===== config.mk =====
export PLATFORM = sky130hd
export DESIGN_NAME = sprite_rom_arbiter
export DESIGN_NICKNAME = d
export VERILOG_FILES = /design/src/rtl/sprite_rom_arbiter.sv
export SDC_FILE = /design/constraint.sdc
export NUM_CORES = 1
export LEC_CHECK = 0
export BUFFER_PORTS_ARGS = -buffer_cell sky130_fd_sc_hd__buf_2
export CAP_MARGIN = 20
export CELL_PAD_IN_SITES_DETAIL_PLACEMENT = 1
export CELL_PAD_IN_SITES_GLOBAL_PLACEMENT = 1
export CORE_ASPECT_RATIO = 1.25
export CORE_MARGIN = 2
export CORE_UTILIZATION = 35
export CTS_CLUSTER_DIAMETER = 30
export CTS_CLUSTER_SIZE = 25
export DETAILED_ROUTE_END_ITERATION = 10
export PLACE_DENSITY_LB_ADDON = 0.25
export REMOVE_ABC_BUFFERS = 1
export SYNTH_ARGS = -nofsm -noshare
export SYNTH_HDL_FRONTEND = slang
export SYNTH_SLANG_ARGS = --single-unit
export TNS_END_PERCENT = 1

===== constraint.sdc =====
create_clock -name clock -period 4.8 [get_ports clock]
set_input_delay 0.24 -clock clock [delete_from_list [all_inputs] [get_ports clock]]
set_output_delay 0.24 -clock clock [all_outputs]
set_load 0.05 [all_outputs]

===== src/rtl/sprite_rom_arbiter.sv =====
// sprite_rom_arbiter
//   Shares one synchronous sprite ROM read port among NUM_REQ sprite drawers
//   (Pac-Man, four ghosts, food/power-up/lives). It makes a round-robin grant
//   each cycle and issues at most one ROM read per cycle. The ROM data comes
//   back a fixed two cycles after acceptance and is tagged with the index of
//   the requester.
//
//   Optional feature macro: SPRITE_ARB_PACMAN_PRIO_EN
//     When it is defined, requester 0 wins whenever it requests. Its grants
//     leave the round-robin pointer alone, and requesters 1..NUM_REQ-1 keep
//     round-robin among themselves.
//
// Ports
//   clock, reset   system clock, synchronous active-high reset
//   req            per-requester read request, held until granted
//   req_sprite     packed sprite selects, slice i = requester i
//   req_addr       packed pixel addresses, slice i = requester i
//   gnt            one-hot combinational grant; accepted on the next edge
//   pause          blocks new grants; in-flight reads still complete
//   rom_sprite     registered sprite select to the ROM bank
//   rom_addr       registered pixel address to the ROM bank
//   rom_q          ROM bank data, valid one cycle after rom_addr
//   rsp_valid      response valid
//   rsp_id         requester index of the response
//   rsp_data       palette index (rom_q when valid, else 0)
//   busy           a read is in flight
module sprite_rom_arbiter #(
    parameter int NUM_REQ = 6,
    parameter int ADDR_W  = 8,
    parameter int SPR_W   = 5,
    parameter int DATA_W  = 2,
    localparam int ID_W   = $clog2(NUM_REQ)
) (
    input  logic                      clock,
    input  logic                      reset,
    input  logic [NUM_REQ-1:0]        req,
    input  logic [NUM_REQ*SPR_W-1:0]  req_sprite,
    input  logic [NUM_REQ*ADDR_W-1:0] req_addr,
    output logic [NUM_REQ-1:0]        gnt,
    input  logic                      pause,
    output logic [SPR_W-1:0]          rom_sprite,
    output logic [ADDR_W-1:0]         rom_addr,
    input  logic [DATA_W-1:0]         rom_q,
    output logic                      rsp_valid,
    output logic [ID_W-1:0]           rsp_id,
    output logic [DATA_W-1:0]         rsp_data,
    output logic                      busy
);

    // Packed per-requester views of the flat slice buses.
    logic [NUM_REQ-1:0][SPR_W-1:0]  spr_arr;
    logic [NUM_REQ-1:0][ADDR_W-1:0] addr_arr;
    assign spr_arr  = req_sprite;
    assign addr_arr = req_addr;

    logic [ID_W-1:0]    rr_ptr;
    logic [NUM_REQ-1:0] rr_req;   // requesters that take part in round-robin
    logic               pac_win;  // requester 0 overrides round-robin
    logic               accept;
    logic               pac_hit;
    logic [ID_W-1:0]    gidx;

    // vld_pipe[1] = issue stage (S1), vld_pipe[2] = response stage (S2)
    logic [2:1]         vld_pipe;
    logic [ID_W-1:0]    s1_id;
    logic [ID_W-1:0]    s2_id;

`ifdef SPRITE_ARB_PACMAN_PRIO_EN
    always_comb begin
        rr_req    = req;
        rr_req[0] = 1'b0;
        pac_win   = req[0];
    end
`else
    always_comb begin
        rr_req  = req;
        pac_win = 1'b0;
    end
`endif

    // Scan from rr_ptr upward. Take the first requester found, wrapping
    // modulo NUM_REQ (which may not be a power of two).
    always_comb begin : arb
        int c;
        logic [ID_W-1:0] cidx;
        c       = 0;
        cidx    = '0;
        accept  = 1'b0;
        pac_hit = 1'b0;
        gidx    = '0;
        gnt     = '0;
        if (!pause) begin
            if (pac_win) begin
                accept  = 1'b1;
                pac_hit = 1'b1;
            end else begin
                for (int k = 0; k < NUM_REQ; k++) begin
                    c = int'(rr_ptr) + k;
                    if (c >= NUM_REQ) c = c - NUM_REQ;
                    cidx = ID_W'(c);
                    if (!accept && rr_req[cidx]) begin
                        accept = 1'b1;
                        gidx   = cidx;
                    end
                end
            end
        end
        if (accept) gnt[gidx] = 1'b1;
    end

    always_ff @(posedge clock) begin
        if (reset) begin
            rr_ptr     <= '0;
            rom_sprite <= '0;
            rom_addr   <= '0;
            vld_pipe   <= '0;
            s1_id      <= '0;
            s2_id      <= '0;
        end else begin
            // A grant to Pac-Man in priority mode does not move the pointer.
            if (accept && !pac_hit)
                rr_ptr <= (gidx == ID_W'(NUM_REQ - 1)) ? '0 : gidx + 1'b1;
            if (accept) begin
                rom_sprite <= spr_arr[gidx];
                rom_addr   <= addr_arr[gidx];
                s1_id      <= gidx;
            end
            vld_pipe <= {vld_pipe[1], accept};
            s2_id    <= s1_id;
        end
    end

    assign rsp_valid = vld_pipe[2];
    assign rsp_id    = s2_id;
    assign rsp_data  = vld_pipe[2] ? rom_q : '0;
    assign busy      = |vld_pipe;

endmodule


# Word-level counts from Yosys, hierarchy flattened
# Cells that the tools add are included.
[totals] regBits=24 inputBits=89 output_inout_bits=26 elab_cells=97
[classes] n_addsub=12 order_cmp=14 n_eq_ne=1 n_mux=52 reduce_logical=12
[ops] operator="two-way mux 3 bit" n=20
[ops] operator="< comparator 3 x 4 -> 1 bit, second input constant" n=7
[ops] operator="binary-select mux 8 bit (select 3 bit)" n=1
[ops] operator=">= comparator 4 x 3 -> 1 bit, second input constant" n=5
[ops] operator="two-way mux 1 bit" n=19
[ops] operator="binary-select mux 1 bit (select 3 bit)" n=6
[ops] operator="subtractor 3 bit, second input constant" n=6
[ops] operator="binary-select mux 5 bit (select 3 bit)" n=1
[ops] operator="adder 3 x 2 -> 4 bit, second input constant" n=2
[ops] operator="adder 3 x 3 -> 4 bit, second input constant" n=2
[ops] operator="two-way mux 8 bit" n=1
[ops] operator="logical AND 1 bit" n=6
[ops] operator="two-way mux 6 bit" n=1
[ops] operator="zero test 1 bit" n=5
[ops] operator="two-way mux 5 bit" n=1
[ops] operator="adder 3 x 1 -> 4 bit, second input constant" n=1
[ops] operator="adder 3 x 1 -> 3 bit, second input constant" n=1
[ops] operator="demux 1 bit (select 3 bit)" n=1
[ops] operator="== test 3 bit, second input constant" n=1
[ops] operator=">= comparator 3 x 1 -> 1 bit, second input constant" n=1
[ops] operator=">= comparator 3 bit, second input constant" n=1
[ops] operator="two-way mux 2 bit" n=1
[ops] operator="OR reduction 2 bit" n=1

# Logic depth before layout (Yosys ltp)
# Gate-level depths: netlist (run 1).
[depth] ltp_word=32 ltp_mapped=17 depth_no_buf=11

# Least setup slack after synthesis (run 1)
# No wires, ideal clock.
[synth_path] path_type="register to output" start="register rr_ptr[0]" end="output gnt[0]" arrival_time_ns=4.354 required_ns=4.560 path_slack_ns=0.206 stages_incl_launch_ff=14 n_path_buf=4 path_cell_list="dfxtp_1 buf_6 buf_6 inv_1 ha_1 clkbuf_1 buf_2 inv_1 o221ai_2 or2_4 or4_1 a32o_2 and2_1 nor4_1"
[synth_via] elab_chain_len=32 elab_cells_between_ends=76 cone_classes="11 x add/sub; 8 x order compare; 46 x mux; 11 x reduce/logical"
[synth_lines] item="start: declaration" line_no="56" rtl="logic [ID_W-1:0] rr_ptr;"
[synth_lines] item="start signal: assignment" line_no="122" rtl="rr_ptr <= (gidx == ID_W'(NUM_REQ - 1)) ? '0 : gidx + 1'b1;"
[synth_lines] item="branches (longest 31 deep; another with adder 3 x 1 -> 4 bit)"
[synth_lines] item="two-way mux 6 bit (*)" line_no="108" rtl="if (accept) gnt[gidx] = 1'b1;"
[synth_lines] item="end: declaration" line_no="39" rtl="output logic [NUM_REQ-1:0] gnt,"
# Mark *: on every way between the ends. The select of a mux whose other input is x is not followed.

# Worst setup path in the final report (run 1)
[layout_path] start="register rr_ptr[2]" end="output gnt[1]"
# Same word-level chain as after synthesis.

==> summary.txt, run 1 <==
STA
  – Hold Vio Cnt, Final: 0
  – Total Neg Setup Slack: 0 ns
  – Worst slew pin tran: between 0.6 and 0.7 ns
  – Slew HR: 0.5866
  – Fin Clk Skew: around 0.007 ns
  – Clock period minus worst slack: around 4.4 ns
  – Fin crit share: 0.9122
  – Setup violators final: 0
  – RSZ-0062 raised after global routing: false
  – Max Fclk: between 200 and 250 MHz
  – Slew Limit Fails: 0

Global route
  – First-pass GRT wire length: between 15000 and 20000 um
  – Vias in the first global route: 3156
  – Largest net degree at the start of global routing: 55
  – Global Route Usage Sum: 0.2287
  – Initial antenna violation count: 0
  – Grt ovf: 0

Synth
  – Most common cell in the netlist: and3_1
  – Synth Area in Compound Gates: 0.3476
  – Post-synthesis simple-gate area fraction: 0.2227
  – Synth Flop Type: dfxtp_1
  – Synth Cell Area: 2696 um2
  – Xor/xnor share of the synthesized area: 0.02552
  – Synth cell types: 63
  – YS warnings: 0
  – Largest family of logic cells by synthesized area: compound AO/OA/AOI/OAI gates
  – EDFF count, synth: 0
  – Synth area leaders: dfxtp_1 (18%), mux2i_1 (7.8%), and3_1 (7.2%)
  – Most frequent cells after synthesis: and3_1 (31), dfxtp_1 (24), nand2_1 (22)
  – Async SR Flop Fraction: 0
  – Adder-cell area share of the yosys netlist: 0.04640
  – Synth top area share: 0.1782
  – Multiplexer share of the synthesized area: 0.1128
  – Syn Inst Count: 324
  – Sequential share of the synthesized area: 0.1782
  – Synthesized flop and latch total: 24
  – Syn avg cell area: approximately 8.3 um2
  – Largest area contributor in the netlist: dfxtp_1

Clock network
  – CTS buffer count: 3
  – CTS sink cnt: 24
  – Clock Tree Buf Depth: 2
  – CTS hold repair buffers: 0
  – Worst-Skew Late Latency: 0.27 ns
  – Clock Root Buffer: clkbuf_8
  – Reg clk slew, reported paths: ~0.090 ns
  – # H-tree levels: 1
  – CTS tree: built

Worst setup path
  – Crit Path Category: reg -> out
  – Type of destination of the critical path: output pin
  – Critical path arrival: ~4.1 ns
  – CP cell instances: ha_1, nor2b_1, nor4_1, o21ai_0, nand3_1, or4_1, a32o_4, and2_1, nor4_4, buf_2
  – Worst EP required: roughly 4.6 ns
  – Slowest-stage cell, CP: dfxtp_1
  – Slowest stage delay, CP: 0.71 ns
  – Crit Path Max Fanout: 54
  – Critical path startpoint category: register

Routing
  – DRC: 0
  – Vias per cell: around 5.8
  – DRT Wirelength: between 9000 and 10000 um
  – Routed len/inst: roughly 18 um
  – Router iterations before antenna repair: 4
  – Antenna viol nets, final: 0
  – Via count: 2991
  – Drt initial violations: 69

Job
  – Max cap viols: 0

Cells and area
  – Synth-to-Final Area Change: 24.55%
  – Ant. Diodes: 0
  – Final core occ: 0.4511
  – Final Non-Filler Cells: between 500 and 600
  – Area of the multi-input gates: slightly above 2000 um2
  – FF+latch area: 481.7 um2
  – # nets final: around 520
  – Share of cells above drive strength 1: 0.3703
  – FILL cells: between 900 and 1000

Floorplanning
  – Die Ht: about 100 um
  – Initial core utilization: 0.3622
  – Top Ports: 115
  – Row count: 35
  – Die X: between 80 and 90 um
  – Core area: ~7400 um2
  – Die area: 8426 um2

Run status
  – Status: complete, no violations

Place
  – Buffers on Ports: roughly 110
  – Gpl congestion: 0.8155
  – Placed cells: between 500 and 600
  – Detailed Place HPWL: 7354 um

Min path
  – HP Class: in -> reg

Power
  – VDD IR max: 456.4 uV
  – Leak Pwr: about 0.0016 uW
  – Power per cell area: 880.3 nW/um2
  – Total power: ~3000 uW
[state kept, by name, indices dropped and copies added (netlist names)]
register,cells
rr_ptr,3
rsp_id,3
s1_id,3
rom_addr,8
rom_sprite,5
vld_pipe,2
[placed cells by master, fill, tap and decap left out, drive strengths merged, types with 6 or more instances in the layout]
cell type    n
o21ai        6
buf        123
mux2i       22
and3        31
a21boi      26
o2111ai     13
and2         8
a21oi       13
nand2       22
o211ai      27
mux2         6
nor2b        6
dfxtp       24
ha          10
nor2         8
[metal layers]
layer	up-vias	wire [um]	GRT usage
met1	1421	3734	0.2684
met2	96	4659	0.4057
met3	23	498	0.03710
met5	-	0	0
li1	1451	-	-
met4	0	326	0.09584
[logic make-up (layout without fill, tap and decap cells)]
kind of cell,after synthesis,count (layout)
adder cells (fa/ha/maj),10,10
AO/OA/AOI/OAI,119,119
flip-flops,24,24
buffers and inverters,32,132
AND/OR/NAND/NOR,104,104
multiplexers,28,28
XOR/XNOR,7,7
[final timing paths]
path / slack, ns / end / cells after the start / start
min: 0.29 / rom_addr[3]$_SDFFE_PP0P_ / 3 / req_addr[35]
min reg2reg: 0.47 / rsp_id[1]$_SDFF_PP0_ / 1 / s1_id[1]$_SDFFE_PP0P_
max: 0.42 / gnt[1] / 10 / rr_ptr[2]$_SDFFE_PP0P_
max reg2reg: 0.76 / rom_addr[4]$_SDFFE_PP0P_ / 12 / rr_ptr[1]$_SDFFE_PP0P_
[metrics by stage]
stage	hold WS (ns)	area [um2]	setup slack (ns)
2_1_floorplan	0.3091	2535	-0.2218
3_5_place_dp	0.4569	3292	0.5295
6_report	0.2882	3358	0.4214
4_1_cts	0.2946	3347	0.2075
5_1_grt	0.2962	3358	0.1070
3_3_place_gp	0.4407	3292	0.6512
[area by class of cell]
type	count	area share
Multi-Input combinational cell	268	0.6103
Timing Repair Buffer	123	0.1900
Sequential cell	24	0.1434
Tap cell	92	0.03428
Clock buffer	4	0.01639
Inverter	5	0.005589
[power by group]
part	total [uW]	internal [uW]	switching (uW)
Sequential	353	287	65.9
Clock	143	73.4	69.7
Combinational	2460	835	1630
Total	2960	1200	1760
[worst max-delay path, delay by kind of cell (launching register included)]
family | cells | cell delay [ns]
AND/OR/NAND/NOR | 6 | 1.54
adder cells (fa/ha/maj) | 1 | 0.41
flip-flops | 1 | 0.71
AO/OA/AOI/OAI | 2 | 0.87
buffers and inverters | 1 | 0.31
[timing repair]
item	CTS	global route
resized for setup	0	2
endpoints found under the hold margin	0	0
buffers inserted	0	0
endpoints found under the setup margin	0	4
Power figures use the tool's default switching activity.
==> run 2: changes to the inputs <==
CTS_BUF_LIST = sky130_fd_sc_hd__clkbuf_16   (was not set)
==> run 2 against run 1 <==
Net effect:
- final cell count is the same
- power grew 1.4%
- register-to-register slack lost 0.18 ns
- via count grew 0.60%
- flip-flop and latch count is the same
- critical path depth grew 1
- hold slack gained 0.017 ns
- critical path type unchanged
- critical endpoint unchanged
==> summary.txt, run 2 (synthesized netlist as in run 1, its figures left out) <==
Routing
  – DRC: 0 (unchanged)
  – Antenna viol nets, final: 0 (unchanged)
  – Routed len/inst: 17.96 um (+0.50%)
  – Via count: 3009 (+0.60%)
  – Drt initial violations: 47 (-32%)
  – Vias per cell: 5.831 (+0.60%)
  – DRT Wirelength: 9265 um (+0.50%)
  – Router iterations before antenna repair: 4 (unchanged)

Global route
  – M1 GR Usage: 0.2689 (+0.0005400)
  – First-pass GRT wire length: 15040 um (-0.27%)
  – Global Route Usage Sum: 0.2294 (+0.0007209)
  – Busiest grt layer: met2
  – Largest net degree at the start of global routing: 55 (unchanged)
  – Initial antenna violation count: 0 (unchanged)
  – Met3 Resource Use GR: 0.04064 (+0.003534)
  – GR Util met2: 0.4045 (-0.001241)
  – Vias in the first global route: 3150 (-0.19%)
  – Grt ovf: 0 (unchanged)

Clock network
  – Clock Root Buffer: clkbuf_16
  – CTS sink cnt: 24 (unchanged)
  – CTS hold repair buffers: 0 (unchanged)
  – CTS buffer count: 3 (unchanged)
  – Clock Tree Buf Depth: 2 (unchanged)
  – Worst-Skew Late Latency: 0.26 ns (about the same)
  – Reg clk slew, reported paths: 0.07 ns (-0.02 ns)
  – CTS tree: built
  – # H-tree levels: 1 (unchanged)

Cells and area
  – Final Non-Filler Cells: 516 (unchanged)
  – Synth-to-Final Area Change: 25.38%
  – Design Area, Final: 3381 um2 (+0.67%)
  – Most frequent cells in the layout: buf_2 (114), and3_1 (31), dfxtp_1 (24)
  – Area of the multi-input gates: 2049 um2 (unchanged)
  – # nets final: 524 (unchanged)
  – Most common cell after layout, fill and taps aside: buf_2
  – Ant. Diodes: 0 (unchanged)
  – Register with the most flip-flops: rom_addr
  – Share of cells above drive strength 1: 0.3656 (-0.004717)
  – Max reg flops: 8 (unchanged)
  – FILL cells: 953 (-0.42%)
  – Biggest regs: rom_addr x8, rom_sprite x5
  – FF+latch area: 480.5 um2 (-0.26%)

Worst setup path
  – Crit Path Max Fanout: 54 (unchanged)
  – Critical path arrival: 4.27 ns (+0.13 ns)
  – Type of destination of the critical path: output pin
  – CP cell instances: inv_1, ha_1, nor2b_1, o31a_1, o21ai_0, nand3_1, or4_1, a32o_4, and2_1, nor4_4, buf_2
  – Slowest stage delay, CP: 0.59 ns (-0.12 ns)
  – Critical path startpoint category: register
  – Slowest-stage cell, CP: dfxtp_1
  – Crit Path Category: reg -> out
  – Worst EP required: 4.56 ns (about the same)

STA
  – Total Neg Setup Slack: 0 ns (unchanged)
  – Clock period minus worst slack: 4.513 ns (+0.1344 ns)
  – Fin crit share: 0.9402 (+0.02799)
  – Slew HR: 0.5826 (-0.003997)
  – Worst slew pin tran: 0.6224 ns (+0.005960 ns)
  – Fin Clk Skew: 0.006081 ns (-0.0007913 ns)
  – Setup violators final: 0 (unchanged)
  – Hold Vio Cnt, Final: 0 (unchanged)
  – Max Fclk: 221.6 MHz (-3.0%)
  – RSZ-0062 raised after global routing: false
  – Slew Limit Fails: 0 (unchanged)

Floorplanning
  – Die X: 82.51 um (unchanged)
  – Die area: 8426 um2 (unchanged)
  – Top Ports: 115 (unchanged)
  – Die Ht: 102.1 um (unchanged)
  – Core area: 7445 um2 (unchanged)
  – Initial core utilization: 0.3622 (unchanged)
  – Row count: 35 (unchanged)

Job
  – Max cap viols: 0 (unchanged)

Power
  – Leak Pwr: 0.001638 uW (+0.58%)
  – VDD IR max: 471.5 uV (+3.3%)
  – Power per cell area: 887.0 nW/um2 (+0.75%)
  – Total power: 2999 uW (+1.4%)

Place
  – Buffers on Ports: 114 (unchanged)
  – Detailed Place HPWL: 7354 um (unchanged)
  – Gpl congestion: 0.8155 (unchanged)
  – Placed instance area: 3292 um2 (unchanged)
  – Placed cells: 512 (unchanged)

Min path
  – HP Class: in -> reg

Run status
  – Status: complete, no violations
## run 2: per-stage QoR
stage,hold slack (ns),util,setup WS [ns]
CTS,0.3087,0.4528,0.2213
finish,0.3047,0.4541,0.2870
detailed placement,0.4569,0.4422,0.5295
global placement,0.4407,0.4422,0.6512
floorplan,0.3091,-,-0.2218
global route,0.3199,0.4541,0.004451
## run 2: final timing paths
check	endpoint	slack, ns	cells past startpoint	from
setup / recovery	gnt[1]	0.29	11	rr_ptr[1]$_SDFFE_PP0P_
hold / removal	rom_addr[3]$_SDFFE_PP0P_	0.30	3	req_addr[35]
setup reg to reg	rom_sprite[0]$_SDFFE_PP0P_	0.58	12	rr_ptr[1]$_SDFFE_PP0P_
hold reg to reg	rsp_id[1]$_SDFF_PP0_	0.46	1	s1_id[1]$_SDFFE_PP0P_
## run 2: power by group
part / internal (uW) / switching, uW / leakage, uW
sequential: 287 / 65.8 / 0.000197
combinational: 835 / 1630 / 0.00140
clock: 112 / 74.5 / 0.0000385
## run 2: worst max-delay path: cells and delay by family (launching register included)
kind	cells	cell delay (ns)
flops	1	0.59
fa+ha+maj	1	0.43
buf+inv	2	0.52
simple gates	5	1.32
compound gates	3	1.14
## run 2: routing by layer
| metal | up-vias | share of wire | wire length, um |
|---|---|---|---|
| li1 | 1454 | - | - |
| met1 | 1435 | 0.40 | 3735 |
| met2 | 100 | 0.51 | 4685 |
| met3 | 20 | 0.058 | 539 |
| met4 | 0 | 0.033 | 304 |
| met5 | - | 0 | 0 |
## run 2: area by class of cell
cell class / count / area share
Sequential cell: 24 / 0.1421
Clock inverter: 1 / 0.001110
Tap cell: 92 / 0.03405
Multi-Input combinational cell: 268 / 0.6062
Timing Repair Buffer: 123 / 0.1887
Clock buffer: 3 / 0.02221
Inverter: 5 / 0.005551
## run 2: what timing repair did
action                                  CTS  global route
gates resized for setup                   0             1
buffers inserted                          0             0
endpoints found under the setup margin    0             4
==> run 3: changes to the inputs <==
GPL_TIMING_DRIVEN = 0   (was not set)
==> run 3 against run 2 <==
Net effect:
- die area is the same
- non-clock buffer count shrank 4
- combinational power grew 2%
- sequential power grew 6.0%
- hold slack gained 0.0048 ns
- largest power group unchanged
- clock power is essentially flat
==> summary.txt, run 3 (synthesized netlist as in run 1, its figures left out) <==
STA
  – Slew HR: 0.5938 (+0.01126)
  – Worst slew pin tran: 0.6093 ns (-0.01314 ns)
  – Hold Vio Cnt, Final: 0 (unchanged)
  – Worst Slack Setup Final: 0.3151 ns (+0.02804 ns)
  – WHS: 0.3095 ns (+0.004798 ns)
  – RSZ-0062 raised after global routing: false
  – Fin crit share: 0.9344 (-0.005841)
  – Max Fclk: 223.0 MHz (+0.63%)
  – Fin Clk Skew: 0.004492 ns (-0.001589 ns)
  – Setup violators final: 0 (unchanged)
  – Clock period minus worst slack: 4.485 ns (-0.02804 ns)
  – Slew Limit Fails: 0 (unchanged)

Worst setup path
  – R2R Setup Slk: 0.68 ns (+0.10 ns)
  – CP Buf/Inv Count: 2 (unchanged)
  – Cells on worst reg2reg path: 12 (unchanged)
  – Critical path arrival: 4.24 ns (-0.03 ns)
  – Slowest stage delay, CP: 0.60 ns (about the same)
  – Crit Path Category: reg -> out
  – CP cell instances: inv_1, ha_2, a21o_1, or4_1, o221ai_2, or2_4, or4_1, a32o_4, and2_1, nor4_4, buf_2
  – Critical path startpoint category: register
  – Worst R2R End: rom_addr[4]$_SDFFE_PP0P_
  – Crit Path Max Fanout: 54 (unchanged)
  – R2r startpoint: rr_ptr[0]$_SDFFE_PP0P_
  – Worst EP required: 4.56 ns (about the same)
  – Critical path's most frequent cell: or4_1
  – Slowest-stage cell, CP: dfxtp_2
  – Largest delay share family, worst path: simple AND/OR/NAND/NOR gates
  – Type of destination of the critical path: output pin

Clock network
  – CTS buffer count: 3 (unchanged)
  – Reg clk slew, reported paths: 0.07 ns (about the same)
  – Clock Root Buffer: clkbuf_16
  – CTS tree: built
  – Post-CTS Setup Bufs: 0 (unchanged)
  – # H-tree levels: 1 (unchanged)
  – Clock Tree Buf Depth: 2 (unchanged)
  – Worst-Skew Late Latency: 0.26 ns (about the same)
  – CTS sink cnt: 24 (unchanged)

Place
  – Pre-CTS WS: -0.3668 ns (-0.8963 ns)
  – Buffers on Ports: 114 (unchanged)
  – Gpl congestion: 0.8164 (+0.11%)
  – Detailed Place HPWL: 7148 um (-2.8%)

Cells and area
  – Synth-to-Final Area Change: 26.91%
  – Most common cell after layout, fill and taps aside: buf_2
  – Register with the most flip-flops: rom_addr
  – Max reg flops: 8 (unchanged)
  – Area of the multi-input gates: 2072 um2 (+1.1%)
  – FF+latch area: 483.0 um2 (+0.52%)
  – FILL cells: 989 (+3.8%)
  – # nets final: 520 (-0.76%)
  – Share of cells above drive strength 1: 0.3762 (+0.01062)
  – Biggest regs: rom_addr x8, rom_sprite x5
  – Most frequent cells in the layout: buf_2 (114), and3_1 (31), nand2_1 (22), dfxtp_1 (22)

Run status
  – Status: complete, no violations

Power
  – Leak Pwr: 0.001640 uW (+0.12%)
  – Power per cell area: 899.2 nW/um2 (+1.4%)
  – VDD IR max: 445.0 uV (-5.6%)

Min path
  – Hold wc startpoint: req_addr[42]
  – Hold EP: rom_addr[2]$_SDFFE_PP0P_
  – HP Class: in -> reg
  – Hold path cells: 3 (unchanged)

Routing
  – Routed len/inst: 17.73 um (-1.3%)
  – Router iterations before antenna repair: 4 (unchanged)
  – Antenna viol nets, final: 0 (unchanged)
  – Via count: 2979 (-1.0%)
  – DRT Wirelength: 9093 um (-1.9%)
  – Drt initial violations: 64 (+36%)
  – DRC: 0 (unchanged)
  – Vias per cell: 5.807 (-0.42%)

Global route
  – First-pass GRT wire length: 15010 um (-0.23%)
  – Largest net degree at the start of global routing: 55 (unchanged)
  – Vias in the first global route: 3175 (+0.79%)
  – Grt ovf: 0 (unchanged)
  – Initial antenna violation count: 1 (+1)
  – Global Route Usage Sum: 0.2243 (-0.005127)

Floorplanning
  – Die X: 82.51 um (unchanged)
  – Die Ht: 102.1 um (unchanged)
  – Initial core utilization: 0.3622 (unchanged)
  – Top Ports: 115 (unchanged)
  – Die area: 8426 um2 (unchanged)
  – Row count: 35 (unchanged)
  – Core area: 7445 um2 (unchanged)

Job
  – Max cap viols: 0 (unchanged)
-- run 3: report_power, final --
group          switching (uW)  internal [uW]  leakage [uW]
Combinational            1620            897       0.00140
Sequential               85.1            288      0.000197
Clock                    74.2            112     0.0000385
-- run 3: how the worst max path moves through the flow --
stage                                 from                  endpoint  slack, ns  depth (start not counted)
floorplan           rr_ptr[0]$_SDFFE_PP0P_                    gnt[0]      -0.22                         10
global route        rr_ptr[0]$_SDFFE_PP0P_                    gnt[1]       0.05                         11
detailed placement  rr_ptr[0]$_SDFFE_PP0P_  rom_addr[6]$_SDFFE_PP0P_      -0.37                         11
finish              rr_ptr[0]$_SDFFE_PP0P_                    gnt[1]       0.32                         11
global placement    rr_ptr[0]$_SDFFE_PP0P_                    gnt[3]      -0.60                         11
CTS                 rr_ptr[0]$_SDFFE_PP0P_                    gnt[1]       0.21                         11
-- run 3: what timing repair did --
action / in CTS / in global routing
pin swaps: 0 / 0
hold buffers: 0 / 0
setup endpoints to repair: 18 / 16
resized for setup: 4 / 3
-- run 3: layout make-up --
| class | count | area share |
|---|---|---|
| diodes | 1 | 0.0007313 |
| clock buffers | 3 | 0.02194 |
| clock inverters | 1 | 0.001097 |
| inverters | 5 | 0.005484 |
| multi-input cells | 268 | 0.6055 |
| flip-flops and latches | 24 | 0.1411 |
| well taps | 92 | 0.03364 |
| repair buffers | 119 | 0.1905 |
-- run 3: per-layer routing --
metal / GRT usage / up-vias / wire [um]
met5: 0 / - / 0
met1: 0.2524 / 1423 / 3478
li1: - / 1442 / -
met4: 0.07314 / 0 / 219
met2: 0.4175 / 100 / 4869
met3: 0.04064 / 14 / 525
-- run 3: through the flow --
stage | utilization | setup TNS (ns) | total power (uW) | instances | cell area (um2)
4_1_cts | 0.4583 | 0 | 3086 | 512 | 3412
3_5_place_dp | 0.4457 | -4.388 | 2868 | 508 | 3318
3_3_place_gp | 0.4326 | -10.37 | 2685 | 503 | 3221
6_report | 0.4597 | 0 | 3077 | 513 | 3422
5_1_grt | 0.4597 | 0 | 3332 | 513 | 3422
2_1_floorplan | - | -0.3915 | 2135 | 297 | 2535
-- run 3: worst reg2reg max path, cell delays in order (launching register included) --
cell,delay [ns]
dfxtp_2,0.60
inv_1,0.24
ha_2,0.45
a21o_1,0.22
or4_1,0.51
o221ai_2,0.15
or2_4,0.21
o311ai_0,0.14
a211oi_1,0.35
and2_2,0.49
buf_16,0.22
mux2i_1,0.27
o2111ai_1,0.14
